## config.mk

```make
export PLATFORM = sky130hd
export DESIGN_NAME = product_serializer_flat
export DESIGN_NICKNAME = d
export VERILOG_FILES = /design/src/rtl/product_serializer_pkg.sv /design/src/rtl/product_serializer_if.sv /design/src/rtl/product_serializer_hold_reg.sv /design/src/rtl/product_serializer.sv /design/src/flat_wrapper.sv
export SDC_FILE = /design/constraint.sdc
export NUM_CORES = 1
export LEC_CHECK = 0
export ABC_AREA = 0
export CELL_PAD_IN_SITES_DETAIL_PLACEMENT = 0
export CELL_PAD_IN_SITES_GLOBAL_PLACEMENT = 2
export CORE_UTILIZATION = 33
export DETAILED_ROUTE_END_ITERATION = 12
export HOLD_SLACK_MARGIN = 0.12
export PLACE_DENSITY_LB_ADDON = 0.1
export SYNTH_ARGS = -nofsm -noshare
export SYNTH_HDL_FRONTEND = slang
export SYNTH_HIERARCHICAL = 1
export SYNTH_SLANG_ARGS = --single-unit
export TNS_END_PERCENT = 100
```

## constraint.sdc

```tcl
create_clock -name CLK -period 6.2 [get_ports CLK]
set_clock_uncertainty 0.05 [all_clocks]
set_input_delay 1.86 -clock CLK [delete_from_list [all_inputs] [get_ports CLK]]
set_output_delay 1.86 -clock CLK [all_outputs]
set_load 0.02 [all_outputs]
```

## src/rtl/product_serializer_pkg.sv

```systemverilog
// rtl/product_serializer_pkg.sv - shared types and constants for the product serializer
package product_serializer_pkg;

    localparam int COUNT_W = 16;

    localparam logic SEL_X = 1'b0;
    localparam logic SEL_Y = 1'b1;

    typedef enum logic [1:0] {
        IDLE   = 2'd0,
        SEND_X = 2'd1,
        SEND_Y = 2'd2
    } state_e;

endpackage

```

## src/rtl/product_serializer_if.sv

```systemverilog
// rtl/product_serializer_if.sv - product-in / beat-out handshake bundle
// Optional O_parity signal exists only with PRODUCT_SERIALIZER_PARITY_EN.
interface product_serializer_if #(
    parameter int WIDTH = 8
);
    import product_serializer_pkg::*;

    logic               I_valid;
    logic               I_ready;
    logic [WIDTH-1:0]   I_x;
    logic [WIDTH-1:0]   I_y;
    logic               O_valid;
    logic               O_ready;
    logic [WIDTH-1:0]   O_data;
    logic               O_sel;
    logic               O_last;
    logic [COUNT_W-1:0] O_count;
`ifdef PRODUCT_SERIALIZER_PARITY_EN
    logic               O_parity;

    modport master (
        output I_valid, I_x, I_y, O_ready,
        input  I_ready, O_valid, O_data, O_sel, O_last, O_count, O_parity
    );
    modport slave (
        input  I_valid, I_x, I_y, O_ready,
        output I_ready, O_valid, O_data, O_sel, O_last, O_count, O_parity
    );
`else
    modport master (
        output I_valid, I_x, I_y, O_ready,
        input  I_ready, O_valid, O_data, O_sel, O_last, O_count
    );
    modport slave (
        input  I_valid, I_x, I_y, O_ready,
        output I_ready, O_valid, O_data, O_sel, O_last, O_count
    );
`endif

endinterface

```

## src/rtl/product_serializer_hold_reg.sv

```systemverilog
// rtl/product_serializer_hold_reg.sv - x/y capture registers with load enable and async clear
module product_hold_reg #(
    parameter int WIDTH = 8
) (
    input  logic             i_clk,
    input  logic             i_rst,
    input  logic             i_load,
    input  logic [WIDTH-1:0] i_x,
    input  logic [WIDTH-1:0] i_y,
    output logic [WIDTH-1:0] o_x,
    output logic [WIDTH-1:0] o_y
);

    logic [WIDTH-1:0] r_x;
    logic [WIDTH-1:0] r_y;

    always_ff @(posedge i_clk or posedge i_rst) begin
        if (i_rst) begin
            r_x <= '0;
            r_y <= '0;
        end else if (i_load) begin
            r_x <= i_x;
            r_y <= i_y;
        end
    end

    assign o_x = r_x;
    assign o_y = r_y;

endmodule

```

## src/rtl/product_serializer.sv

```systemverilog
// rtl/product_serializer.sv - splits each {x,y} product into two output beats
// Optional O_parity output enabled by PRODUCT_SERIALIZER_PARITY_EN.
module product_serializer
    import product_serializer_pkg::*;
#(
    parameter int WIDTH = 8
) (
    input  logic                 CLK,
    input  logic                 ASYNCRESET,
    product_serializer_if.slave  bus
);

    localparam logic [1:0] ST_IDLE   = IDLE;
    localparam logic [1:0] ST_SEND_X = SEND_X;
    localparam logic [1:0] ST_SEND_Y = SEND_Y;

    logic [1:0]         r_state;
    logic [COUNT_W-1:0] r_count;
    logic [WIDTH-1:0]   w_x_hold;
    logic [WIDTH-1:0]   w_y_hold;
    logic               w_in_ready;
    logic               w_in_xfer;
    logic               w_y_done;
    logic               w_valid;
    logic [WIDTH-1:0]   w_data;
    logic               w_sel;
    logic               w_last;

    // Reset gates ready directly so nothing is accepted while it is held.
    assign w_in_ready = !ASYNCRESET &&
                        ((r_state == ST_IDLE) || ((r_state == ST_SEND_Y) && bus.O_ready));
    assign w_in_xfer  = bus.I_valid && w_in_ready;
    assign w_y_done   = (r_state == ST_SEND_Y) && bus.O_ready;

    product_hold_reg #(.WIDTH(WIDTH)) u_hold (
        .i_clk  (CLK),
        .i_rst  (ASYNCRESET),
        .i_load (w_in_xfer),
        .i_x    (bus.I_x),
        .i_y    (bus.I_y),
        .o_x    (w_x_hold),
        .o_y    (w_y_hold)
    );

    always_ff @(posedge CLK or posedge ASYNCRESET) begin
        if (ASYNCRESET) begin
            r_state <= ST_IDLE;
        end else begin
            case (r_state)
                ST_IDLE:   if (w_in_xfer) r_state <= ST_SEND_X;
                ST_SEND_X: if (bus.O_ready) r_state <= ST_SEND_Y;
                ST_SEND_Y: if (bus.O_ready) r_state <= w_in_xfer ? ST_SEND_X : ST_IDLE;
                default:   r_state <= ST_IDLE;
            endcase
        end
    end

    always_ff @(posedge CLK or posedge ASYNCRESET) begin
        if (ASYNCRESET) begin
            r_count <= '0;
        end else if (w_y_done) begin
            r_count <= r_count + 1'b1;
        end
    end

    always_comb begin
        w_valid = 1'b0;
        w_data  = '0;
        w_sel   = SEL_X;
        w_last  = 1'b0;
        case (r_state)
            ST_SEND_X: begin
                w_valid = 1'b1;
                w_data  = w_x_hold;
            end
            ST_SEND_Y: begin
                w_valid = 1'b1;
                w_data  = w_y_hold;
                w_sel   = SEL_Y;
                w_last  = 1'b1;
            end
            default: ;
        endcase
    end

    assign bus.I_ready = w_in_ready;
    assign bus.O_valid = w_valid;
    assign bus.O_data  = w_data;
    assign bus.O_sel   = w_sel;
    assign bus.O_last  = w_last;
    assign bus.O_count = r_count;
`ifdef PRODUCT_SERIALIZER_PARITY_EN
    assign bus.O_parity = ^w_data;
`endif

endmodule

```

## src/flat_wrapper.sv

```systemverilog
// flat-port wrapper written by rule: the top's interface ports become plain ports
module product_serializer_flat import product_serializer_pkg::*;
#(
    parameter int WIDTH = 8
)
  (CLK, ASYNCRESET, bus_I_valid, bus_I_x, bus_I_y, bus_O_ready, bus_I_ready, bus_O_valid, bus_O_data, bus_O_sel, bus_O_last, bus_O_count);
  product_serializer_if #(.WIDTH(WIDTH)) bus_i ();
  input  logic CLK;
  input  logic ASYNCRESET;
  input wire logic [$bits(bus_i.I_valid)-1:0] bus_I_valid;
  input wire logic [$bits(bus_i.I_x)-1:0] bus_I_x;
  input wire logic [$bits(bus_i.I_y)-1:0] bus_I_y;
  input wire logic [$bits(bus_i.O_ready)-1:0] bus_O_ready;
  output wire logic [$bits(bus_i.I_ready)-1:0] bus_I_ready;
  output wire logic [$bits(bus_i.O_valid)-1:0] bus_O_valid;
  output wire logic [$bits(bus_i.O_data)-1:0] bus_O_data;
  output wire logic [$bits(bus_i.O_sel)-1:0] bus_O_sel;
  output wire logic [$bits(bus_i.O_last)-1:0] bus_O_last;
  output wire logic [$bits(bus_i.O_count)-1:0] bus_O_count;
  assign bus_i.I_valid = bus_I_valid;
  assign bus_i.I_x = bus_I_x;
  assign bus_i.I_y = bus_I_y;
  assign bus_i.O_ready = bus_O_ready;
  assign bus_I_ready = bus_i.I_ready;
  assign bus_O_valid = bus_i.O_valid;
  assign bus_O_data = bus_i.O_data;
  assign bus_O_sel = bus_i.O_sel;
  assign bus_O_last = bus_i.O_last;
  assign bus_O_count = bus_i.O_count;
  product_serializer #(.WIDTH(WIDTH)) u_core (.CLK(CLK), .ASYNCRESET(ASYNCRESET), .bus(bus_i));
endmodule
```

==> results.txt, run 1 <==
CTS root buffer = clkbuf_8
Nets = 204
RR Startpoint = u_core/r_state[0]$_DFFE_PP0P_
area taken by multi-input logic gates = 737 um2
final setup vio count = 0
final-layout fill cell count = 469
CTS tree = done
I/O Buffers = 47
Sink Count = 34
M1 WL = 1660 um
total track usage = 0.154
syn_area_per_cell = 12.7 um2
Cells after Synth = 132
CTS H-tree lvls = 2
post-CTS sizing = 0
Initial Util = 0.348
Placer Congestion = 0.783
Max FO, Critical Path = 5
Reg power frac = 0.368
top routing layer in use = met4
setup bufs post-CTS = 0
worst path arrival time = 3.30 ns
cell taking the most area after synthesis = dfrtp_1
Hold Path Sink = u_core/bus.O_count[15]$_DFFE_PP0P_
power per cell area = 419 nW/um2
area added between synthesis and finish = 34.1%
worst skew pair latency = 0.28 ns
routed len/inst = 15.0 um
layout cells sized above 1 = 0.168
CTS max path bufs = 2
Rows = 25
Hold Crit Start = u_core/bus.O_count[15]$_DFFE_PP0P_
Int Pwr = 0.000617 W
reg2reg path depth = 6
maximum VDD drop = 0.169 mV
Max Fclk = 192 MHz
first-pass GRT wire length = 5990 um
largest net degree at the start of global routing = 20
Placement Setup Slack = 0.992 ns
critical path, cell by cell = clkdlybuf4s50_1 > and2_4 > nor2_1 > nor2_1 > clkdlybuf4s50_1
Top-Level Pins = 48
Net Sw Power = 0.000325 W
Crit path required time = 4.29 ns
# diodes = 0
status = completed
vias per cell = 4.67
Leak = 0.951 nW
worst setup margin = 0.987 ns
slowest stage delay, CP = 0.61 ns
Syn. warnings = 6
final std cells w/o fill = 246
slew margin rel. = 0.261
Reg-to-Reg End = u_core/u_hold/o_x[7]$_DFFE_PP0P_
post-synthesis sequential area ratio = 0.507
Worst Path Buf+Inv = 2
flop-to-flop setup slack = 3.35 ns
total iterations of the first detailed-routing run = 4
Worst-path clk slew = 0.06 ns
RSZ-0062 raised after global routing = false
FF/Latch Area = 851 um2
CP startpoint kind = input pin
DP Area = 2160 um2
DIE AREA = 5370 um2
Core ar. = 4820 um2
routed wire length = 3690 um
top post-synthesis cells by area = dfrtp_1 (51%), mux2_4 (9.0%), xnor2_1 (6.8%)
1st-iter DRT viols = 36
Die W = 73.3 um
Net Sw Frac = 0.345
commonest non-fill, non-tap cell in the layout = clkdlybuf4s50_1
HPWL Detailed = 2550 um
post-layout min period = 5.21 ns
slew of the pin with the lowest slew margin = 1.11 ns
routed vias = 1150
final instance area = 2250 um2
hold buffer count at cts = 0
max-cap violation count = 0
Cell Area, Synth = 1680 um2
Synth cell types = 26
Slew Viols, Final = 0
placed cell count = 238
syn nets = 158
antenna violations before repair = 0
TritonCTS Buffers = 5
FF+latch count, synth = 34
vias in the first global route = 1260
clock network power share = 0.176
nature of the critical path endpoint = output pin
drc violations = 0
final period utilization = 0.841
metal2 WL = 1740 um
setup_tns = 0 ns
Synth top area share = 0.507
combinational power share = 0.456
Die Span Y = 73.3 um
commonest cells after routing, fill and taps aside = clkdlybuf4s50_1 (47), dfrtp_1 (34), xnor2_1 (13)
Hold Path Depth = 1
CP delay by family, top = buffers and inverters
Final Hold Viols = 0
DRT antenna net count = 0
wire length on met3 = 208 um
grt ovf = 0
critical path type = input pin to output pin
slowest cell on the critical path = clkdlybuf4s50_1
HP Class = flop to flop
-- per-layer routing --
metal,vias to the layer above,GRT usage
li1,542,-
met1,564,0.185
met2,36,0.249
met3,8,0.0549
met4,0,0.0654
met5,-,0
-- logic make-up (layout without fill, tap and decap cells) --
family,count (synthesis),count (layout),share of synthesized area
AND/OR/NAND/NOR,36,36,0.122
flip-flops,34,34,0.507
multiplexers,19,19,0.150
XOR/XNOR,15,15,0.0784
buffers and inverters,12,59,0.0545
AO/OA/AOI/OAI,10,10,0.0425
adder cells (fa/ha/maj),6,6,0.0448
-- Yosys cell counts, drive strengths merged --
cell type	number
a22oi	8
a31oi	1
and2	2
and3	3
and4	3
buf	7
clkbuf	1
dfrtp	34
ha	6
inv	4
mux2	19
nand2	6
nand2b	1
nand3	5
nand4	3
nor2	5
nor2b	8
o21ai	1
xnor2	13
xor2	2
-- power groups by stage --
stage,clock (W),sequential [W],combinational [W]
2_1_floorplan,0,0.000353,0.000281
3_3_place_gp,0,0.000345,0.000425
3_5_place_dp,0,0.000350,0.000432
4_1_cts,0.000174,0.000347,0.000435
5_1_grt,0.000183,0.000358,0.000463
6_report,0.000165,0.000347,0.000430
-- worst max path at each step --
stage	start	to	slack, ns	cells past startpoint
6_report	bus_O_ready	bus_I_ready	0.99	5
5_1_grt	bus_O_ready	bus_I_ready	0.90	5
4_1_cts	bus_O_ready	bus_I_ready	0.98	5
3_5_place_dp	bus_O_ready	bus_I_ready	0.99	5
3_3_place_gp	bus_O_ready	bus_I_ready	1.00	5
2_1_floorplan	bus_O_ready	bus_I_ready	1.89	4
-- final cells by class --
class | instances | area share
Sequential cell | 34 | 0.378
Multi-Input combinational cell | 86 | 0.328
Timing Repair Buffer | 47 | 0.209
Clock buffer | 7 | 0.0384
Tap cell | 67 | 0.0373
Inverter | 4 | 0.00668
Clock inverter | 1 | 0.00223
-- flip-flops by register name, summed over array words and instances, names as in the netlist --
signal              cells
u_core/u_hold/o_x       8
u_core/r_state          2
u_core/bus.O_count     16
u_core/u_hold/o_y       8
-- through the flow --
step / power, W / util / hold WS [ns]
floorplan: 0.000634 / - / 0.431
global placement: 0.000771 / 0.448 / 0.412
detailed placement: 0.000781 / 0.448 / 0.432
CTS: 0.000956 / 0.467 / 0.444
global route: 0.00100 / 0.467 / 0.466
finish: 0.000942 / 0.467 / 0.434
Power figures use the tool's default switching activity.
==> run 2, diff against run 1 <==
--- a/config.mk
+++ b/config.mk
@@ -8,7 +8,7 @@
 export ABC_AREA = 0
 export CELL_PAD_IN_SITES_DETAIL_PLACEMENT = 0
 export CELL_PAD_IN_SITES_GLOBAL_PLACEMENT = 2
-export CORE_UTILIZATION = 33
+export CORE_UTILIZATION = 27
 export DETAILED_ROUTE_END_ITERATION = 12
 export HOLD_SLACK_MARGIN = 0.12
 export PLACE_DENSITY_LB_ADDON = 0.1
==> constraint.sdc (replaced) <==
create_clock -name CLK -period 4.3 [get_ports CLK]
set_clock_uncertainty 0.05 [all_clocks]
set_input_delay 1.29 -clock CLK [delete_from_list [all_inputs] [get_ports CLK]]
set_output_delay 1.29 -clock CLK [all_outputs]
set_load 0.02 [all_outputs]
==> run 2 against run 1 <==
- worst hold slack worse by 0.0073 ns
- setup slack worse by 0.76 ns
- sequential power up 44%
- die area up 22%
- via count down 1.6%
- total power up 43%
- design area up 0.39%
- sequential share of layout area down 0.15 points
- core utilization down 8.8 points
- register-to-register slack worse by 1.3 ns
- first-iteration DRC count down 75%
- highest routed layer unchanged
==> results.txt, run 2 (same netlist as run 1, synthesis figures left out) <==
Die Span Y = 80.8 um (+10%)
placed cell count = 247 (+3.8%)
M1 WL = 1580 um (-4.8%)
Pwr Total = 0.00135 W (+43%)
Die W = 80.8 um (+10%)
post-CTS sizing = 0 (unchanged)
clock network power share = 0.171 (-0.005)
top routing layer in use = met4
combinational power share = 0.458 (+0.002)
final period utilization = 0.947
vias per cell = 4.47 (-4.3%)
area added between synthesis and finish = 34.6%
Reg power frac = 0.371 (+0.003)
Int Pwr = 0.000886 W (+44%)
status = completed
# diodes = 0 (unchanged)
wire length on met3 = 154 um (-26%)
1st-iter DRT viols = 9 (-75%)
Max FO, Critical Path = 5 (unchanged)
routed vias = 1132 (-1.6%)
Slew Viols, Final = 0 (unchanged)
setup bufs post-CTS = 0 (unchanged)
TritonCTS Buffers = 5 (unchanged)
routed wire length = 3510 um (-4.9%)
power per cell area = 598 nW/um2 (+43%)
CTS tree = done
final setup vio count = 0 (unchanged)
worst setup margin = 0.229 ns (-0.759 ns)
largest net degree at the start of global routing = 20 (unchanged)
Rows = 28 (+12%)
Net Sw Power = 0.000465 W (+43%)
slew margin rel. = 0.500 (+0.240)
total iterations of the first detailed-routing run = 4 (unchanged)
metal2 WL = 1710 um (-1.7%)
worst path arrival time = 2.73 ns (-0.57 ns)
HP Class = flop to flop
Max Fclk = 246 MHz
setup_tns = 0 ns (unchanged)
RSZ-0062 raised after global routing = false
FF/Latch Area = 851 um2 (unchanged)
Final Hold Viols = 0 (unchanged)
Initial Util = 0.282 (-0.0665)
area taken by multi-input logic gates = 737 um2 (unchanged)
routed len/inst = 13.9 um (-7.6%)
Leak = 0.952 nW (about the same)
CTS root buffer = clkbuf_8
grt ovf = 0 (unchanged)
post-layout min period = 4.07 ns
antenna violations before repair = 0 (unchanged)
maximum VDD drop = 0.232 mV (+37%)
Largest register FFs = 16 (unchanged)
HPWL Detailed = 2450 um (-4.0%)
Top-Level Pins = 48 (unchanged)
max-cap violation count = 0 (unchanged)
Core ar. = 5960 um2 (+24%)
commonest non-fill, non-tap cell in the layout = clkdlybuf4s50_1
vias in the first global route = 1172 (-7.0%)
nature of the critical path endpoint = output pin
CP startpoint kind = input pin
Net Sw Frac = 0.344 (-0.00117)
Worst-path clk slew = 0.07 ns (about the same)
drc violations = 0 (unchanged)
final std cells w/o fill = 253 (+2.8%)
commonest cells after routing, fill and taps aside = clkdlybuf4s50_1 (47), dfrtp_1 (34), xnor2_1 (13)
slew of the pin with the lowest slew margin = 0.749 ns (-0.359 ns)
Sink Count = 34 (unchanged)
Placement Setup Slack = 0.222 ns (-0.770 ns)
first-pass GRT wire length = 5790 um (-3.3%)
Placer Congestion = 0.691 (-12%)
CTS H-tree lvls = 2 (unchanged)
worst skew pair latency = 0.28 ns (about the same)
critical path type = input pin to output pin
Crit path required time = 2.96 ns (-1.33 ns)
layout cells sized above 1 = 0.169 (+0.000942)
CTS max path bufs = 2 (unchanged)
final-layout fill cell count = 586 (+25%)
DRT antenna net count = 0 (unchanged)
Nets = 205 (+0.49%)
total track usage = 0.122 (-0.0315)
hold buffer count at cts = 0 (unchanged)
DIE AREA = 6530 um2 (+22%)
I/O Buffers = 47 (unchanged)
-- run 2: cell types whose count changed in the layout (fill, tap and decap cells not counted), sizes merged --
cell and change:
clkbuf -1, clkinv -1, buf +1
-- run 2: power groups by stage --
stage / combinational [W] / sequential (W) / clock (W)
detailed placement: 0.000622 / 0.000505 / 0
CTS: 0.000625 / 0.000501 / 0.000240
floorplan: 0.000405 / 0.000508 / 0
global placement: 0.000618 / 0.000502 / 0
finish: 0.000618 / 0.000501 / 0.000231
global route: 0.000672 / 0.000516 / 0.000253
-- run 2: worst paths after layout --
| kind | from | end | slack, ns | depth (start not counted) |
|---|---|---|---|---|
| worst min register to register | u_core/bus.O_count[15]$_DFFE_PP0P_ | u_core/bus.O_count[15]$_DFFE_PP0P_ | 0.43 | 1 |
| max in group asynchronous | ASYNCRESET | u_core/bus.O_count[8]$_DFFE_PP0P_ | 2.25 | 2 |
| worst min-delay path | u_core/bus.O_count[15]$_DFFE_PP0P_ | u_core/bus.O_count[15]$_DFFE_PP0P_ | 0.43 | 1 |
| worst max register to register | u_core/r_state[0]$_DFFE_PP0P_ | u_core/u_hold/o_y[7]$_DFFE_PP0P_ | 2.02 | 7 |
| worst max-delay path | bus_O_ready | bus_I_ready | 0.23 | 5 |
| min in group asynchronous | ASYNCRESET | u_core/u_hold/o_y[5]$_DFFE_PP0P_ | 1.43 | 2 |
-- run 2: layout make-up --
cell class | instances | area share
flip-flops and latches | 34 | 0.377
multi-input cells | 86 | 0.326
repair buffers | 48 | 0.212
clock buffers | 6 | 0.0366
well taps | 75 | 0.0416
inverters | 4 | 0.00665
-- run 2: critical path: stages --
cell	delay, ns
clkdlybuf4s50_1	0.50
and2_4	0.18
nor2_1	0.07
nor2_1	0.09
clkdlybuf4s50_1	0.61
-- run 2: through the flow --
step	utilization	hold WS [ns]	cell area, um2
after global placement	0.365	0.413	2170
final	0.379	0.426	2260
after detailed placement	0.365	0.421	2170
after global routing	0.379	0.448	2260
after floorplan	-	0.431	1680
after CTS	0.379	0.434	2260
-- run 2: layer usage --
layer  track usage  vias up
met2         0.200       36
met1         0.148      554
li1              -      538
met3        0.0303        4
met5             0        -
met4        0.0643        0
